[src/rtl/ram_loader.sv]
`default_nettype none
// ============================================================================
//  Module      : ram_loader
//  Description : Streams program words from a valid/ready source into the
//                SAP-1 16x8 program RAM. The words are written one after
//                another, starting at address 0. The CPU is held off through
//                busy while a session runs.
//  Revision    : 1.0  initial release
// ============================================================================
module ram_loader #(
    parameter int WordSize    = 8,
    parameter int AddressSize = 4
) (
    input  logic                   CLK,
    input  logic                   CLR,
    input  logic                   start,
    input  logic [WordSize-1:0]    in_data,
    input  logic                   in_valid,
    input  logic                   in_last,
    output logic                   in_ready,
    output logic [AddressSize-1:0] RAM_address,
    output logic [WordSize-1:0]    RAM_data,
    output logic                   WE_bar,
    output logic                   busy,
    output logic                   done,
    output logic [AddressSize:0]   word_count
);

    typedef enum logic [1:0] {
        S_IDLE  = 2'd0,
        S_LOAD  = 2'd1,
        S_WRITE = 2'd2,
        S_DONE  = 2'd3
    } state_t;

    localparam logic [AddressSize-1:0] c_addr_max  = '1;
    localparam logic [AddressSize-1:0] c_addr_zero = '0;
    localparam logic [AddressSize-1:0] c_addr_one  = {{(AddressSize-1){1'b0}}, 1'b1};
    localparam logic [AddressSize:0]   c_count_one = {{AddressSize{1'b0}}, 1'b1};

    state_t                 r_state, w_state_next;
    logic [AddressSize-1:0] r_addr,  w_addr_next;
    logic [WordSize-1:0]    r_data,  w_data_next;
    logic                   r_last,  w_last_next;
    logic [AddressSize:0]   r_count, w_count_next;

    // State and datapath registers. The asynchronous clear forces the FSM to
    // IDLE, so WE_bar (decoded from state) rises at once and cuts any write.
    always_ff @(posedge CLK or posedge CLR) begin
        if (CLR) begin
            r_state <= S_IDLE;
            r_addr  <= '0;
            r_data  <= '0;
            r_last  <= 1'b0;
            r_count <= '0;
        end else begin
            r_state <= w_state_next;
            r_addr  <= w_addr_next;
            r_data  <= w_data_next;
            r_last  <= w_last_next;
            r_count <= w_count_next;
        end
    end

    // Next-state and datapath update. Writing stops at the top address so a
    // session never wraps back onto address 0.
    always_comb begin
        w_state_next = r_state;
        w_addr_next  = r_addr;
        w_data_next  = r_data;
        w_last_next  = r_last;
        w_count_next = r_count;
        case (r_state)
            S_IDLE: begin
                if (start) begin
                    w_state_next = S_LOAD;
                    w_addr_next  = c_addr_zero;
                    w_count_next = '0;
                end
            end
            S_LOAD: begin
                // in_ready is high throughout LOAD, so in_valid alone marks a transfer
                if (in_valid) begin
                    w_data_next  = in_data;
                    w_last_next  = in_last;
                    w_state_next = S_WRITE;
                end
            end
            S_WRITE: begin
                w_count_next = r_count + c_count_one;
                if (r_last || (r_addr == c_addr_max)) begin
                    w_state_next = S_DONE;
                end else begin
                    w_addr_next  = r_addr + c_addr_one;
                    w_state_next = S_LOAD;
                end
            end
            S_DONE: begin
                w_addr_next  = c_addr_zero;
                w_state_next = S_IDLE;
            end
            default: begin
                w_state_next = S_IDLE;
            end
        endcase
    end

    // Outputs decoded purely from registered state: no input-to-output path.
    always_comb begin
        in_ready    = (r_state == S_LOAD);
        WE_bar      = (r_state != S_WRITE);
        busy        = (r_state != S_IDLE);
        done        = (r_state == S_DONE);
        RAM_address = r_addr;
        RAM_data    = r_data;
        word_count  = r_count;
    end

endmodule
`default_nettype wire

[config.mk]
export PLATFORM = sky130hd
export DESIGN_NAME = ram_loader
export DESIGN_NICKNAME = d
export VERILOG_FILES = /design/src/rtl/ram_loader.sv
export SDC_FILE = /design/constraint.sdc
export NUM_CORES = 1
export LEC_CHECK = 0
export CORE_MARGIN = 1.5
export CORE_UTILIZATION = 40
export DETAILED_ROUTE_END_ITERATION = 8
export PLACE_DENSITY = 0.79
export SKIP_CTS_REPAIR_TIMING = 1
export SLEW_MARGIN = 20
export SYNTH_ARGS = -nofsm -noshare
export SYNTH_HDL_FRONTEND = slang
export SYNTH_SLANG_ARGS = --single-unit
[constraint.sdc]
create_clock -name CLK -period 1.3 [get_ports CLK]
set_input_delay 0.195 -clock CLK [delete_from_list [all_inputs] [get_ports CLK]]
set_output_delay 0.195 -clock CLK [all_outputs]
set_load 0.02 [all_outputs]
==> flow_summary_export.csv, run 1 <==
group,metric,value,unit
drt,drt-initial-drc-count,10,
yosys,syn-cell-area,988,um2
clock_tree,cts_made_buffers,3,
yosys,yosysTopAreaCellShare,0.506,
timing,hold_slack,0.189,ns
timing,setup_violations,17,
floorplanning,die_w,52.7,um
job,drv_cap,0,
layout,nFillCells,153,
critical_path,critPathBufInv,3,
layout,antenna_cells,0,
layout,layout-drive-gt1-share,0.461,
yosys,syn_nets,89,
yosys,synth_cell_types,31,
critical_path,crit_type,"flip-flop to output pin",
yosys,synthTopCellsByArea,"dfrtp_1 51%, mux2_4 14%, mux2i_1 4.1%",
pwr,total_power,0.00403,W
floorplanning,core,2280,um2
floorplanning,die_area,2780,um2
pwr,p_leak,0.965,nW
critical_path,cp-end-kind,"output pin",
timing,worst_pin_slew,0.413,ns
yosys,yosys_register_bits,20,
layout,most-common-layout-cells,"17 x dlymetal6s2s_1, 16 x dfrtp_1, 12 x clkdlybuf4s50_1",
drt,first_pass_iters,2,
clock_tree,clockBufferDepth,2,
drt,wl_per_cell,15.9,um
drt,viasPerCell,5.12,
drt,wirelength,2470,um
pwr,ir_drop,1.50,mV
yosys,syn_inst,74,
timing,fmax,678,MHz
drt,routed-via-count,799,
global_route,grt_max_degree,21,
critical_path,critical_path.top_delay_family,"flip-flops",
global_route,grt-ovfl-total,0,
status,status,"finished with violations",
timing,fin_crit_sh,1.13,
global_route,first_global_vias,723,
critical_path,crit_path_max_fanout,3,
clock_tree,clk_pin_slew,0.12,ns
placement,gp_congestion,0.867,
timing,finalHoldViolations,0,
pwr,powerDensity,2350,nW/um2
status,violations,"setup timing",
global_route,grtUsageTotal,0.165,
timing,drv_slew,0,
timing,rsz0062_at_grt,"true",
global_route,grt_pass1_wl,3330,um
layout,multi_input_area,557,um2
critical_path,critPathLaunchType,"flip-flop",
clock_tree,clockRootBuffer,"clkbuf_4",
timing,clock-skew-final,0.00549,ns
global_route,antenna_found_initial,0,
worst_hold_path,hp-class,"input pin to async pin",
clock_tree,cts_tree,"yes",
yosys,yosys.area.top_type,"dfrtp_1",
drt,drcViolationCount,0,
critical_path,worstPathCellList,"buf_6 > and2b_4 > inv_4 > clkbuf_2",
timing,setup_slack,-0.175,ns
layout,area_delta_synth_final,73.5,%
placement,port_buffers,33,
timing,worst_slew_margin_rel,0.724,
placement,dp_hpwl,1580,um
critical_path,required,1.11,ns
layout,fin_nets,144,
floorplanning,initial_core_util,0.434,
layout,register_area,505,um2
layout,final_common_cell,"dlymetal6s2s_1",
timing,min_period,1.47,ns
yosys,yosysWarningCount,0,
clock_tree,h-tree-depth,1,
placement,post-place-ws,-0.208,ns
clock_tree,clock-sinks,20,
critical_path,arrival,1.28,ns
critical_path,max_stage_delay,0.46,ns
floorplanning,placementRows,17,
drt,ant_nets,0,
critical_path,cp_slowest_cell,"dfrtp_2",
clock_tree,clk-insertion-delay-late,0.31,ns
floorplanning,ios,34,
yosys,ys_seq_area_frac,0.506,
yosys,synth.avg_cell_area,13.4,um2
floorplanning,die_y,52.7,um
-- report_power, final --
| part | internal (W) | total, W | switching (W) |
|---|---|---|---|
| clock | 0.000312 | 0.000523 | 0.000211 |
| sequential | 0.000862 | 0.00106 | 0.000198 |
| combinational | 0.00134 | 0.00245 | 0.00111 |
-- synthesized netlist by cell type (all sizes together) --
cell and count:
dfrtp 20, mux2 9, o21ai 8, inv 6
nand2 5, mux2i 4, ha 2, nand4 2
a2111oi 1, a21oi 1, a22o 1, a2bb2oi 1
a31oi 1, and2 1, and2b 1, buf 1
nand3 1, nand4b 1, nor2 1, nor3b 1
nor4 1, nor4bb 1, o21bai 1, o221a 1
or2 1, or2b 1
-- final cells by class --
cell class	instances	share of cell area
tap	28	0.0204
clock inverter	1	0.0175
inverter	6	0.0190
sequential	20	0.295
timing repair buffer	50	0.311
clock buffer	3	0.0131
multi-input combinational	48	0.325
-- metal layers --
metal | vias up | global-route usage | routed length [um]
met5 | - | 0 | 0
met4 | 0 | 0.0299 | 52
met3 | 5 | 0.0400 | 109
met2 | 25 | 0.271 | 1220
met1 | 390 | 0.221 | 1090
li1 | 379 | - | -
-- registers in the layout (all words and copies together) (netlist names) --
register and flops:
RAM_data 8, word_count 5, RAM_address 4, r_state 2, r_last 1
-- stage by stage --
stage | std cells | setup TNS [ns] | utilization | instance area (um2)
6_report | 156 | -2.02 | 0.754 | 1720
5_1_grt | 156 | -3.13 | 0.754 | 1720
4_1_cts | 150 | -6.44 | 0.656 | 1490
3_5_place_dp | 146 | -1.44 | 0.633 | 1440
3_3_place_gp | 146 | -1.16 | 0.633 | 1440
2_1_floorplan | 74 | 0 | - | 997
-- logic make-up (layout without fill, tap and decap cells) --
kind of cell / Yosys count / after routing / synth area share
fa+ha+maj: 2 / 2 / 0.0253
buf+inv: 7 / 60 / 0.0443
flops: 20 / 20 / 0.506
simple gates: 17 / 18 / 0.133
mux: 13 / 13 / 0.177
compound gates: 15 / 15 / 0.114
-- final timing paths --
kind	depth (start not counted)	startpoint	slack, ns	endpoint
worst max-delay path	4	r_state[1]	-0.17	WE_bar
max in group asynchronous	3	CLR	0.88	RAM_address[0]
worst min-delay path	3	CLR	0.19	word_count[1]
min in group CLK	1	word_count[4]	0.48	word_count[4]
worst min register to register	1	word_count[4]	0.48	word_count[4]
worst max register to register	8	r_state[1]	-0.16	RAM_data[7]
-- worst reg2reg max path, cell delays in order (launching register included) --
cell and delay (ns):
dfrtp_2 0.46, buf_6 0.12, buf_6 0.11, clkinv_4 0.04, nand2_4 0.05, inv_4 0.06, buf_8 0.12, nand2_8 0.07
mux2_4 0.32
No activity file was read; power rests on OpenSTA's default activity.
==> inputs of run 2 (changes only) <==
GPL_ROUTABILITY_DRIVEN = 0   (was not set)
==> results of run 2 <==
Final layout, timing and power as in run 1 (identical DEF).
